$ cat src/rtl/ula_arbitro.sv
// Round-robin arbiter that time-shares one external ULA between two requesters.
// Define ULA_ARB_FIXED_PRIO_EN for fixed priority (requester 0 always wins).
module ula_arbitro #(
    parameter int BITS = 3,
    parameter int OPW  = 5,
    parameter int CNTW = 8
) (
    input  logic            clk,
    input  logic            rst_n,
    input  logic [1:0]      req_valid,
    output logic [1:0]      req_ready,
    input  logic [BITS-1:0] req_A0,
    input  logic [BITS-1:0] req_B0,
    input  logic [BITS-1:0] req_A1,
    input  logic [BITS-1:0] req_B1,
    input  logic [OPW-1:0]  req_op0,
    input  logic [OPW-1:0]  req_op1,
    output logic [BITS-1:0] ula_A,
    output logic [BITS-1:0] ula_B,
    output logic [OPW-1:0]  ula_OP,
    input  logic [BITS-1:0] ula_RESU,
    input  logic            ula_O,
    input  logic            ula_C,
    input  logic            ula_S,
    input  logic            ula_Z,
    output logic            resp_valid,
    input  logic            resp_ready,
    output logic            resp_id,
    output logic [BITS-1:0] resp_result,
    output logic [3:0]      resp_flags,
    output logic [CNTW-1:0] ops_done
);

    typedef enum logic [1:0] {
        IDLE = 2'd0,
        EXEC = 2'd1,
        RESP = 2'd2
    } state_t;

    state_t          state_q, state_d;
    logic [BITS-1:0] ula_a_q, ula_a_d;
    logic [BITS-1:0] ula_b_q, ula_b_d;
    logic [OPW-1:0]  ula_op_q, ula_op_d;
    logic            resp_valid_q, resp_valid_d;
    logic            resp_id_q, resp_id_d;
    logic [BITS-1:0] resp_result_q, resp_result_d;
    logic [3:0]      resp_flags_q, resp_flags_d;
    logic [CNTW-1:0] ops_done_q, ops_done_d;
    logic            rr_ptr;
    logic            grant_any;
    logic            grant_id;

`ifdef ULA_ARB_FIXED_PRIO_EN
    assign rr_ptr = 1'b0;
`else
    logic rr_ptr_q, rr_ptr_d;
    assign rr_ptr = rr_ptr_q;

    always_ff @(posedge clk) begin
        if (!rst_n) rr_ptr_q <= 1'b0;
        else        rr_ptr_q <= rr_ptr_d;
    end
`endif

    always_comb begin
        grant_any = 1'b0;
        grant_id  = 1'b0;
        case (req_valid)
            2'b01:   begin grant_any = 1'b1; grant_id = 1'b0;   end
            2'b10:   begin grant_any = 1'b1; grant_id = 1'b1;   end
            2'b11:   begin grant_any = 1'b1; grant_id = rr_ptr; end
            default: begin grant_any = 1'b0; grant_id = 1'b0;   end
        endcase
        req_ready = 2'b00;
        if (rst_n && state_q == IDLE && grant_any) req_ready[grant_id] = 1'b1;
    end

    always_comb begin
        state_d       = state_q;
        ula_a_d       = ula_a_q;
        ula_b_d       = ula_b_q;
        ula_op_d      = ula_op_q;
        resp_valid_d  = resp_valid_q;
        resp_id_d     = resp_id_q;
        resp_result_d = resp_result_q;
        resp_flags_d  = resp_flags_q;
        ops_done_d    = ops_done_q;
`ifndef ULA_ARB_FIXED_PRIO_EN
        rr_ptr_d      = rr_ptr_q;
`endif
        case (state_q)
            IDLE: begin
                if (grant_any) begin
                    ula_a_d   = grant_id ? req_A1  : req_A0;
                    ula_b_d   = grant_id ? req_B1  : req_B0;
                    ula_op_d  = grant_id ? req_op1 : req_op0;
                    resp_id_d = grant_id;
                    state_d   = EXEC;
                end
            end
            EXEC: begin
                resp_result_d = ula_RESU;
                resp_flags_d  = {ula_O, ula_C, ula_S, ula_Z};
                resp_valid_d  = 1'b1;
                state_d       = RESP;
            end
            RESP: begin
                if (resp_ready) begin
                    resp_valid_d = 1'b0;
                    ops_done_d   = ops_done_q + 1'b1;
`ifndef ULA_ARB_FIXED_PRIO_EN
                    // last winner drops to lowest priority
                    rr_ptr_d     = ~resp_id_q;
`endif
                    state_d      = IDLE;
                end
            end
            default: state_d = IDLE;
        endcase
    end

    always_ff @(posedge clk) begin
        if (!rst_n) begin
            state_q       <= IDLE;
            ula_a_q       <= '0;
            ula_b_q       <= '0;
            ula_op_q      <= '0;
            resp_valid_q  <= 1'b0;
            resp_id_q     <= 1'b0;
            resp_result_q <= '0;
            resp_flags_q  <= '0;
            ops_done_q    <= '0;
        end else begin
            state_q       <= state_d;
            ula_a_q       <= ula_a_d;
            ula_b_q       <= ula_b_d;
            ula_op_q      <= ula_op_d;
            resp_valid_q  <= resp_valid_d;
            resp_id_q     <= resp_id_d;
            resp_result_q <= resp_result_d;
            resp_flags_q  <= resp_flags_d;
            ops_done_q    <= ops_done_d;
        end
    end

    assign ula_A       = ula_a_q;
    assign ula_B       = ula_b_q;
    assign ula_OP      = ula_op_q;
    assign resp_valid  = resp_valid_q;
    assign resp_id     = resp_id_q;
    assign resp_result = resp_result_q;
    assign resp_flags  = resp_flags_q;
    assign ops_done    = ops_done_q;

endmodule

$ cat config.mk
export PLATFORM = sky130hd
export DESIGN_NAME = ula_arbitro
export DESIGN_NICKNAME = d
export VERILOG_FILES = /design/src/rtl/ula_arbitro.sv
export SDC_FILE = /design/constraint.sdc
export NUM_CORES = 1
export LEC_CHECK = 0
export BUFFER_PORTS_ARGS = -buffer_cell sky130_fd_sc_hd__buf_2
export CORE_UTILIZATION = 46
export DETAILED_ROUTE_END_ITERATION = 12
export PLACE_DENSITY = 0.79
export RECOVER_POWER = 100
export SLEW_MARGIN = 20
export SYNTH_ARGS = -nofsm -noshare
export SYNTH_HDL_FRONTEND = slang
export SYNTH_SLANG_ARGS = --single-unit
$ cat constraint.sdc
create_clock -name clk -period 1.55 [get_ports clk]
set_input_delay 0.155 -clock clk [delete_from_list [all_inputs] [get_ports clk]]
set_output_delay 0.155 -clock clk [all_outputs]
set_load 0.02 [all_outputs]
# Word level (Yosys, flattened, before mapping)
# Cells that the tools add are included.
word_totals:
  reg_bits: 31
  out_inout_bits: 30
  inputBits: 34
  word_cells: 44
classes:
  reduce_logical: 10
  bitwise: 1
  n_eq_ne: 7
  n_mux: 13
  add_sub_neg: 1
  order_cmp: 2
op_table:
  columns: ["cell", "count"]
  rows:
  - ["$add A8 B1 Y8 const B", 1]
  - ["$reduce_and A2 Y1", 4]
  - ["$eq A2 B2 Y1 const B", 3]
  - ["$mux W2", 3]
  - ["$mux W3", 2]
  - ["$pmux W2 S3", 1]
  - ["$mux W5", 1]
  - ["$eq A2 B1 Y1 const B", 2]
  - ["$ne A2 B2 Y1 const B", 2]
  - ["$pmux W1 S2", 2]
  - ["$logic_and A1 B1 Y1", 3]
  - ["$mux W1", 3]
  - ["$reduce_or A3 Y1", 1]
  - ["$logic_not A2 Y1", 1]
  - ["$lt A1 B2 Y1 const B", 1]
  - ["$reduce_bool A2 Y1", 1]
  - ["$demux W1 S1", 1]
  - ["$ge A1 B1 Y1 const B", 1]
  - ["$not A1 Y1", 1]

# Longest topological paths before layout
logic_depth:
  word_depth: 7
  depth_mapped: 5
  ltp_nobuf: 4

# Least setup slack after synthesis
# OpenSTA, ideal clock, no wires.
synth_timing:
  path_type: "reg2reg"
  startpoint: "register ops_done_q[0], in the netlist ops_done[0]"
  endpoint: "register ops_done_q[4], in the netlist ops_done[4]"
  arrival_ps: 1267
  setup_slack_ps: 212
  setup_ps: 70
  path_stages_with_launch: 5
  required_ps: 1480
  cell_sequence: "dfxtp_1 > ha_1 > nand4b_1 > or3_1 > a21oi_1"
synth_via:
  elab_chain_cells: 1
synth_rtl:
  columns: ["element", "line", "text"]
  rows:
  - ["from (decl)", "48", "logic [CNTW-1:0] ops_done_q, ops_done_d;"]
  - ["from (signal assigned)", "142", "ops_done_q <= ops_done_d;"]
  - ["$add A8 B1 Y8", "110", "ops_done_d = ops_done_q + 1'b1;"]
# Every way passes these cells.
# A chain may end at the register's enable or synchronous reset.

# Worst setup path in the final report
layout_timing:
  startpoint: "register state_q[1]"
  endpoint: "output port req_ready[1]"
layout_via:
  elab_chain_cells: 4
layout_rtl:
  columns: ["element", "line", "text"]
  rows:
  - ["from (decl)", "40", "state_t state_q, state_d;"]
  - ["from (signal assigned)", "134", "state_q <= state_d;"]
  - ["$logic_not A2 Y1", "75", "if (rst_n && state_q == IDLE && grant_any) req_ready[grant_id] = 1'b1;"]
  - ["$logic_and A1 B1 Y1 (2 in series)", "75", null]
  - ["$mux W2", "75", null]
  - ["to (decl)", "11", "output logic [1:0] req_ready,"]
# Every way passes these cells.

==> reports/metrics.csv <==
metric;value;unit
run_status;finished, violations left;
violations;DRC;
post_synth_top_cells;31 x dfxtp_1, 18 x a21oi_1, 14 x nor2_1, 13 x o21ai_0, 12 x nand3b_1;
cts_htree_levels;2;
postLayoutCoreUtil;64.1;%
cell_rows;19;
synth_cell_types;33;
first_pass_iters;8;
synth_top_area_share;43.9;%
antenna_violations_before_repair;0;
area_growth_syn_to_layout;28.3;%
crit_fanout;9;
vias_per_instance;5.52;
synth_flop_cell;dfxtp_1;
synth_warnings;0;
finalSetupTns;0;ns
pin_count_of_the_biggest_net_entering_global_routing;23;
crit_path_end_kind;output port;
postSynthCellCount;159;
worst_skew_pair.late_latency;0.33;ns
timing.slew.headroom;53.4;%
place.port_buffers;63;
required;1.39;ns
dp.final_hpwl;2.45;mm
totalWireLength;3.31;mm
most_area_hungry_cell_type_in_the_yosys_netlist;dfxtp_1;
placement_stage_worst_setup_slack;-0.0575;ns
ys_async_sr_fraction;0;%
synth.ff_latch_count;31;
postRouteAntennaNets;0;
total_switching_power;0.532;mW
crit_chain;buf_6, nor2_4, and3_4, nor2b_4, buf_6;
finalCritPeriodShare;95.2;%
critical-path-top-cell-by-count;buf_6;
cts_buffers;5;
cts.root.buffer_cell;clkbuf_4;
share_clk_of_total_power;25.2;%
grt_setup_unrepaired;no;
core_area;0.00283;mm²
hold_viol;0;
drive_gt1_share;24.9;%
fp.dieArea;0.00330;mm²
p_leak;0.699;nW
synth_area;0.00141;mm²
internal_power;1.20;mW
timing_max_transition_violations_final;0;
worst_path_dominant_cell_family;simple AND/OR/NAND/NOR gates;
first_iter_violations;51;
cts_num_sinks;31;
worst-setup-path-type;flip-flop to output port;
pwr_density_cell;954;mW/mm²
drt_drc_violations_left;3;
timing.critical_path.slowest_cell_delay;0.34;ns
max_capacitance_violation_count;0;
worst-slew-pin-transition;0.695;ns
grt_first_pass_wirelength;5.35;mm
synth_area_per_cell;8.88;µm²
combPwrFrac;22.9;%
critical_path_buf_inv_count;2;
place.detailed.instances;248;
finish.net_count;259;
seq_power_share;51.8;%
setup_ws;0.0752;ns
startpoint_type;flip-flop;
final_cells;256;
worst_clock_skew;0.00992;ns
slowest_stage;dfxtp_1;
syn-num-nets;194;
ioPinCount;64;
ctsHoldBuffers;0;
die_h;57.4;µm
setup_viol;0;
grt_remaining_overflow;0;
clkTransAtPathRegs;0.09;ns
start_util;49.9;%
swShare;30.8;%
first_global_vias;1270;
achievable_freq;678;MHz
cts_tree;done;
worst_ep_arrival_time;1.32;ns
edff_count_synth;0;
sequential_share_of_the_synthesized_area;43.9;%
stdcell_area;0.00181;mm²
avgRoutedWirePerCell;12.9;µm
ir_worst_vdd;0.509;mV
count_leader_synth;dfxtp_1;
placed_cell_area;0.00177;mm²
holdCritPathClass;primary input to flip-flop;
place_congestion;0.788;
antenna_cells;0;
dr_total_vias;1414;
yosys-top-cells-area;dfxtp_1 44%, a311oi_1 6.8%, a21oi_1 6.4%, nand3b_1 6.4%, mux2i_1 5.7%;
global_route.usage.total;21.4;%
timing.final.crit_period;1.47;ns
cts_max_path_buffers;2;
fp.dieW;57.4;µm
-- worst min-delay path: cells and delay by family --
kind	cells	cell delay [ns]
buffers and inverters	1	0.07
and+or+nand+nor	1	0.07
muxes	1	0.05
-- final cells by class --
class,instances,area [µm²]
inverters,4,15.0
repair buffers,71,350
well taps,31,38.8
flip-flops and latches,31,622
clock inverters,1,5.00
multi-input cells,111,737
clock buffers,7,45.0
fillers,270,1020
-- power groups by stage --
| stage | logic [mW] | registers [mW] | clock network [mW] |
|---|---|---|---|
| 3_5_place_dp | 0.403 | 0.906 | 0 |
| 3_3_place_gp | 0.393 | 0.904 | 0 |
| 2_1_floorplan | 0.195 | 0.968 | 0 |
| 4_1_cts | 0.416 | 0.890 | 0.451 |
| 6_report | 0.397 | 0.896 | 0.437 |
| 5_1_grt | 0.434 | 0.904 | 0.481 |
-- state kept, by name (all words and copies together) (netlist names) --
register / count
ula_A: 3
ula_B: 3
state_q: 2
resp_flags: 4
resp_valid: 1
resp_id: 1
ula_OP: 5
ops_done: 8
rr_ptr: 1
resp_result: 3
-- logic make-up after synthesis --
kind of cell / count (synthesis) / share of synthesized area [%]
AOI/OAI and AO/OA: 46 / 19.9
xor gates and xnor gates: 2 / 1.24
adders and majority gates: 1 / 0.886
buffers and inverters: 17 / 5.40
muxes: 8 / 5.67
DFF: 31 / 43.9
and+or+nand+nor: 54 / 22.9
-- layer usage --
layer  vias up  track usage, %  routed length, µm
li1        707               -                  -
met1       650            23.6               1420
met2        51            36.5               1600
met3         6            8.62                239
met4         0            8.36                 51
met5         -               0                  0
-- repair_timing --
action,CTS,global route
cloned,0,0
buffers inserted,1,0
hold endpoints to repair,0,0
setup endpoints to repair,13,2
gates resized for setup,6,7
pin swaps,1,0
-- metrics by stage --
step           power (mW)  hold slack (ns)
6_report             1.73           0.0545
5_1_grt              1.82           0.0404
4_1_cts              1.76           0.0432
3_5_place_dp         1.31            0.400
3_3_place_gp         1.30            0.394
2_1_floorplan        1.16            0.302
-- placed cells by master (no fill, tap or decap), drive strengths merged, types with 2 or more instances in the layout --
master / Yosys / routed
nand2b: 2 / 2
dfxtp: 31 / 31
a21oi: 18 / 18
a311oi: 11 / 11
or4: 2 / 2
nand2: 6 / 6
nand3b: 13 / 13
buf: 6 / 41
inv: 4 / 4
o21ai: 13 / 13
nor2: 14 / 14
xnor2: 2 / 2
clkbuf: 7 / 37
or3: 2 / 2
nor3: 2 / 2
mux2i: 8 / 8
o31ai: 3 / 3
nor2b: 3 / 3
-- final timing paths --
kind                                 start            end  slack (ns)  cells after the start
worst max-delay path            state_q[1]   req_ready[1]        0.08                      5
worst min-delay path                 ula_C  resp_flags[2]        0.05                      3
worst max register to register  state_q[1]    ops_done[5]        0.10                      4
worst min register to register     resp_id         rr_ptr        0.47                      1
(Power assumes the default switching activity.)
